==> src/rtl/dev_tx_cmd_split.sv <==
// dev_tx_cmd_split: pops one DMA command from the device TX command FIFO.
// It splits the command into memory requests that are at most
// P_MAX_PAYLOAD_DW long and never cross a 1024-DW (4 KB) boundary.
//
//   state  | meaning
//   -------+-----------------------------------------------------------
//   S_IDLE | waiting for a command; pops the FIFO front when present
//   S_CALC | sizing the next chunk from address, remainder and max size
//   S_REQ  | presenting the request; holds until accepted
module dev_tx_cmd_split #(
  parameter int P_FIFO_DATA_WIDTH = 30,
  parameter int P_MAX_PAYLOAD_DW  = 32
) (
  input  logic                         pcie_user_clk,
  input  logic                         pcie_user_rst,
  input  logic                         cmd_fifo_empty_n,
  input  logic [P_FIFO_DATA_WIDTH-1:0] cmd_fifo_rd_data,
  output logic                         cmd_fifo_rd_en,
  output logic                         tx_req_valid,
  input  logic                         tx_req_ready,
  output logic [19:0]                  tx_req_addr,
  output logic [9:0]                   tx_req_len,
  output logic                         tx_req_last,
  output logic                         tx_cmd_done
);

  typedef enum logic [1:0] {
    S_IDLE = 2'd0,
    S_CALC = 2'd1,
    S_REQ  = 2'd2
  } state_t;

  localparam logic [10:0] C_MAX_DW = 11'(P_MAX_PAYLOAD_DW);

  state_t      state;
  state_t      state_nxt;
  logic [19:0] r_addr;
  logic [10:0] r_rem;
  logic [10:0] r_chunk;
  logic [10:0] w_bound;
  logic [10:0] w_chunk;
  logic [10:0] w_cmd_len;
  logic        w_last;
  logic        w_fire;

  // Command length field 0 stands for a full 1024-DW transfer.
  assign w_cmd_len = (cmd_fifo_rd_data[29:20] == 10'd0) ? 11'd1024
                                                         : {1'b0, cmd_fifo_rd_data[29:20]};
  assign w_last    = (r_chunk == r_rem);
  assign w_fire    = (state == S_REQ) && tx_req_ready;

  // Chunk = min(remaining, max payload, DWs left before the next 4 KB line).
  always_comb begin
    w_bound = 11'd1024 - {1'b0, r_addr[9:0]};
    w_chunk = r_rem;
    if (C_MAX_DW < w_chunk) w_chunk = C_MAX_DW;
    if (w_bound < w_chunk)  w_chunk = w_bound;
  end

  // State register.
  always_ff @(posedge pcie_user_clk or posedge pcie_user_rst) begin
    if (pcie_user_rst) state <= S_IDLE;
    else               state <= state_nxt;
  end

  // Next-state logic.
  always_comb begin
    state_nxt = state;
    case (state)
      S_IDLE:  if (cmd_fifo_empty_n) state_nxt = S_CALC;
      S_CALC:  state_nxt = S_REQ;
      S_REQ:   if (tx_req_ready) state_nxt = w_last ? S_IDLE : S_CALC;
      default: state_nxt = S_IDLE;
    endcase
  end

  // Outputs; the pop strobe is also masked by reset so nothing is read while held.
  always_comb begin
    cmd_fifo_rd_en = (state == S_IDLE) && cmd_fifo_empty_n && !pcie_user_rst;
    tx_req_valid   = (state == S_REQ);
    tx_req_addr    = r_addr;
    tx_req_len     = r_chunk[9:0];
    tx_req_last    = (state == S_REQ) && w_last;
  end

  // Address / remainder / chunk datapath; address wraps modulo 2^20.
  always_ff @(posedge pcie_user_clk or posedge pcie_user_rst) begin
    if (pcie_user_rst) begin
      r_addr  <= 20'd0;
      r_rem   <= 11'd0;
      r_chunk <= 11'd0;
    end else begin
      case (state)
        S_IDLE: begin
          if (cmd_fifo_empty_n) begin
            r_addr <= cmd_fifo_rd_data[19:0];
            r_rem  <= w_cmd_len;
          end
        end
        S_CALC: r_chunk <= w_chunk;
        S_REQ: begin
          if (tx_req_ready && !w_last) begin
            r_addr <= r_addr + {9'd0, r_chunk};
            r_rem  <= r_rem - r_chunk;
          end
        end
        default: ;
      endcase
    end
  end

  // Completion strobe, one cycle after the last request is accepted.
  always_ff @(posedge pcie_user_clk or posedge pcie_user_rst) begin
    if (pcie_user_rst) tx_cmd_done <= 1'b0;
    else               tx_cmd_done <= w_fire && w_last;
  end

endmodule

==> config.mk <==
export PLATFORM = sky130hd
export DESIGN_NAME = dev_tx_cmd_split
export DESIGN_NICKNAME = d
export VERILOG_FILES = /design/src/rtl/dev_tx_cmd_split.sv
export SDC_FILE = /design/constraint.sdc
export NUM_CORES = 1
export LEC_CHECK = 0
export ABC_AREA = 0
export CAP_MARGIN = 30
export CORE_MARGIN = 2
export CORE_UTILIZATION = 50
export CTS_CLUSTER_SIZE = 25
export DETAILED_ROUTE_END_ITERATION = 8
export PLACE_DENSITY = 0.73
export SETUP_SLACK_MARGIN = 0.3
export SYNTH_ARGS = -nofsm -noshare
export SYNTH_HDL_FRONTEND = slang
export SYNTH_SLANG_ARGS = --single-unit
==> constraint.sdc <==
create_clock -name pcie_user_clk -period 3.6 [get_ports pcie_user_clk]
set_input_delay 0.54 -clock pcie_user_clk [delete_from_list [all_inputs] [get_ports pcie_user_clk]]
set_output_delay 0.54 -clock pcie_user_clk [all_outputs]
set_load 0.03 [all_outputs]
### Word-level counts from Yosys, hierarchy flattened

Cells that the tools add are included.

* register bits: 45
* input port bits: 34
* output and inout port bits: 34
* word-level logic and storage cells: 42

* $add $sub $neg: 3
* $lt $le $gt $ge: 2
* eq/ne operators: 6
* multiplexer cells: 13
* reduce and logical (&&, ||, !) cells: 13

Operators with widths (count)
* $mux W11: 5
* $mux W20: 2
* $pmux W20 S2: 1
* $pmux W11 S2: 1
* $add A20 B11 Y20: 1
* $eq A11 B11 Y1: 1
* $lt A11 B11 Y1: 1
* $lt A6 B11 Y1 const A: 1
* $sub A11 B10 Y11 const A: 1
* $sub A11 B11 Y11: 1
* $logic_not A10 Y1: 1
* $logic_and A1 B1 Y1: 6
* $pmux W2 S3: 1
* $mux W2: 2
* $ne A2 B1 Y1 const B: 2
* $reduce_and A3 Y1: 1
* $eq A2 B1 Y1 const B: 1
* $eq A2 B2 Y1 const B: 1
* $logic_not A1 Y1: 2
* $logic_not A2 Y1: 1
* $ne A2 B2 Y1 const B: 1
* $reduce_and A2 Y1: 1
* $reduce_bool A2 Y1: 1
* $mux W1: 1

### Logic depth before layout (Yosys ltp)

* depth in word-level cells: 5
* depth in mapped cells: 13
* depth with buffers taken out: 12

### Least setup slack after synthesis

OpenSTA, ideal clock, no wires.

* path type: reg2reg
* start point: register r_addr[3] (netlist: tx_req_addr[3])
* end point: register r_chunk[3]
* library setup time: 126 ps
* data arrival time: 2912 ps
* required time: 3474 ps
* slack: 562 ps
* stages on the path, launching flop included: 11
* path buffers: 1
* clock period less this slack: 3038 ps
* path through: dfrtp_1 > nor4_1 > nand2_1 > or4_1 > xor2_1 > ha_1 > and4_1 > a221oi_1 > o21ai_2 > buf_6 > a221o_1

* longest elaborated chain between the ends: 3

RTL lines
* start, declared: line 37 `logic [19:0] r_addr;`
* start signal, assigned: line 96 `r_addr <= cmd_fifo_rd_data[19:0];`
* start signal, assigned: line 103 `r_addr <= r_addr + {9'd0, r_chunk};`
* $sub A11 B10 Y11 *: line 54 `w_bound = 11'd1024 - {1'b0, r_addr[9:0]};`
* $lt A11 B11 Y1: line 57 `if (w_bound < w_chunk) w_chunk = w_bound;`
* $mux W11 *: line 57
* end signal, assigned: line 100 `S_CALC: r_chunk <= w_chunk;`
* end, declared: line 39 `logic [10:0] r_chunk;`

Every way passes the cells marked *; elsewhere a longest branch is shown, timed or not.
A chain may end at the register's enable or synchronous reset.

### Worst setup path after layout

* start point: register r_addr[5] (netlist: tx_req_addr[5])
* end point: register r_chunk[10]

The elaborated chain is that of the path after synthesis.

==> flow_metrics.py <==
metrics = {
    "placed_design": {
        "dpl_cell_area_sq_mm": 0.00442,
        "hpwl_um": 7520,
        "port_buffers": 67,
        "routabilityCongestion": 0.928,
        "dp.cells": 598,
    },
    "layout": {
        "drive_above_1_share_pct": 5.28,
        "post-route-cell-area_sq_mm": 0.00461,
        "layout_commonest_cell": "clkdlybuf4s50_1",
        "nNetsFinal": 578,
        "diodes": 0,
        "final_cells": 610,
        "syn2layout_area_growth_pct": 24.4,
        "final_cell_mix": "clkdlybuf4s50_1, nand2_1, nor2_1, dfrtp_1, ha_1",
        "fillCellCount": 638,
    },
    "synthesis": {
        "syn_inst": 450,
        "yosys_warnings": 0,
        "synth_area_per_cell_sq_um": 8.24,
        "ys_types": 60,
        "synth-seq-area-share_pct": 30.4,
        "synth_flop_cell": "dfrtp_1",
        "netlist_area_sq_mm": 0.00371,
        "synth_edf_count": 0,
        "synth_async_sr_flop_share_pct": 100,
        "synth_seq_cells": 45,
    },
    "route": {
        "wirelength_um": 10200,
        "wl_met1_um": 4650,
        "num_vias": 3573,
        "dr.pass1.iters": 4,
        "ant_nets": 0,
        "wl_per_cell_um": 16.6,
        "drc": 0,
        "wl_met3_um": 586,
        "highest_layer": "met4",
        "drt_iter0_markers": 179,
        "wl_met2_um": 4760,
        "vias_per_cell": 5.86,
    },
    "hold_path": {
        "whs_endpoint": "r_rem[6]$_DFFE_PP0P_",
        "whs_path_depth": 2,
        "min-delay-start": "r_rem[6]$_DFFE_PP0P_",
        "min-delay-path-class": "reg2reg",
    },
    "grt": {
        "gr-usage-all-layers_pct": 24.9,
        "grt_pass1_wl_um": 16600,
        "global_route.overflow_total": 0,
        "antenna_found_initial": 0,
        "grt_pass1_vias": 3444,
        "grt_max_degree": 34,
    },
    "cts": {
        "clockRootBuffer": "clkbuf_8",
        "cts_tree": "built",
        "path_clk_slew_ps": 100,
        "cts_buffer_depth": 2,
        "clkLatencyLatePin_ps": 300,
        "cts_max_level": 2,
        "numCtsBuffers": 5,
        "cts_hold_buf": 0,
        "cts_sinks": 45,
    },
    "pwr": {
        "leakage_nw": 1.97,
        "ir_drop_v": 0.000573,
        "power_density_mw_per_mm2": 1110,
        "total_power_mw": 5.10,
    },
    "sta": {
        "finalClockSkew_ps": 9.16,
        "layout_min_cycle_time_ps": 3260,
        "whs_ps": 552,
        "max_freq_mhz": 307,
        "tns_ps": 0,
        "fin_crit_sh_pct": 90.6,
        "setup_viol": 0,
        "rsz0062_at_grt": "true",
        "final-hold-violation-count": 0,
        "tightest_slew_ps": 887,
        "drv_slew": 0,
        "slew_headroom_pct": 40.7,
    },
    "run_status": {
        "status": "completed",
    },
    "setup_path": {
        "cp_data_required_time_ps": 3810,
        "slowest_delay_ps": 470,
        "rr_startpoint": "tx_req_addr[5]$_DFFE_PP0P_",
        "endpoint_kind": "flip-flop",
        "path_cells": "nor4_4, nand2_1, or4_1, xor2_2, ha_1, and4_1, a221oi_2, o21ai_2, buf_4, o41ai_4",
        "cp_max_fo": 5,
        "rr_worst_depth": 10,
        "worst_path_max_delay_cell": "dfrtp_1",
        "critical_path.top_delay_family": "simple AND/OR/NAND/NOR gates",
        "regToRegSetupSlack_ps": 340,
        "arrival_ps": 3470,
        "cp-start-kind": "flip-flop",
        "path_class": "reg2reg",
        "r2r-end": "r_chunk[10]$_DFFE_PP0N_",
        "worst-path-buf-inv": 1,
    },
    "floorplan": {
        "die_width_um": 90.1,
        "io-pin-count": 68,
        "initial_core_util_pct": 51.4,
        "die_area_sq_mm": 0.00812,
        "die_y_um": 90.1,
        "rows": 31,
        "coreArea_sq_mm": 0.00721,
    },
    "run": {
        "drv_cap": 0,
    },
}
-- registers in the layout, indices dropped and copies added, names as in the netlist --
register / flops
tx_req_addr: 20
r_chunk: 11
r_rem: 11
state: 2
tx_cmd_done: 1
-- report_power, final --
group | total, mW | internal [mW] | switching [mW]
clock | 0.466 | 0.276 | 0.190
combinational | 3.53 | 1.48 | 2.05
sequential | 1.11 | 0.749 | 0.356
-- how the worst max path moves through the flow --
| stage | start | end | slack, ps | depth (start not counted) |
|---|---|---|---|---|
| after floorplan | tx_req_addr[3]$_DFFE_PP0P_ | r_chunk[3]$_DFFE_PP0N_ | 560 | 10 |
| after global placement | tx_req_addr[3]$_DFFE_PP0P_ | r_chunk[1]$_DFFE_PP0N_ | 360 | 10 |
| after detailed placement | tx_req_addr[3]$_DFFE_PP0P_ | r_chunk[1]$_DFFE_PP0N_ | 210 | 10 |
| after CTS | tx_req_addr[5]$_DFFE_PP0P_ | r_chunk[10]$_DFFE_PP0N_ | 280 | 10 |
| after global routing | tx_req_addr[5]$_DFFE_PP0P_ | r_chunk[10]$_DFFE_PP0N_ | 220 | 10 |
| final | tx_req_addr[5]$_DFFE_PP0P_ | r_chunk[10]$_DFFE_PP0N_ | 340 | 10 |
-- worst min-delay path, cell delays in order (launching register included) --
cell,delay [ps]
dfrtp_1,390
nand2_1,50
o21ai_0,70
-- logic make-up (layout without fill, tap and decap cells) --
| group | count (synthesis) | after routing | share of synthesized area, % |
|---|---|---|---|
| and+or+nand+nor | 160 | 160 | 20.4 |
| AOI/OAI and AO/OA | 134 | 135 | 24.5 |
| buffers and inverters | 50 | 106 | 6.38 |
| DFF | 45 | 45 | 30.4 |
| adders and majority gates | 34 | 34 | 11.9 |
| xor gates and xnor gates | 20 | 20 | 4.72 |
| muxes | 6 | 6 | 1.65 |
| other | 1 | 5 | 0.101 |
-- Yosys cell counts, drive strengths merged, types with 4 or more instances --
cell    count  area share (%)
nand2      56             5.7
nor2       49             5.0
dfrtp      45              30
ha         32              11
o21ai      30             4.2
a21oi      28             3.9
inv        23             2.3
buf        18             3.1
a211oi     13             2.6
xnor2      13             3.1
a21o       11             2.2
a31oi      11             1.9
clkbuf      9            0.91
nand3       7            0.94
nor2b       7             1.2
nor3        7             1.2
o21a        7             1.4
xor2        7             1.7
and3        6             1.0
mux2i       5             1.4
nand4       4            0.67
nor4        4            0.67
o22ai       4            0.67
or4         4            0.91
-- cell type report --
type / count / area (sq um) / share of cell area, %
timing repair buffer: 75 / 746 / 16.2
sequential: 45 / 1130 / 24.4
tap: 99 / 124 / 2.69
inverter: 23 / 86.3 / 1.87
clock buffer: 5 / 68.8 / 1.49
multi-input combinational: 360 / 2400 / 52.0
clock inverter: 3 / 65.1 / 1.41
-- metal layers --
metal  track usage, %  vias up
li1                 -     1744
met5                0        -
met4             8.59        0
met3             3.35       14
met1             33.8     1713
met2             41.0      102
-- through the flow --
step           util (%)  setup slack, ps
3_5_place_dp       61.2              211
2_1_floorplan         -              562
4_1_cts            63.4              280
6_report           63.9              339
5_1_grt            63.9              223
3_3_place_gp       60.9              359
-- repair_timing --
item	4_1_cts	5_1_grt
cloned	0	1
setup buffers	3	0
resized for setup	0	7
endpoints found under the setup margin	4	12
pin swaps	1	2
(Power assumes the default switching activity.)
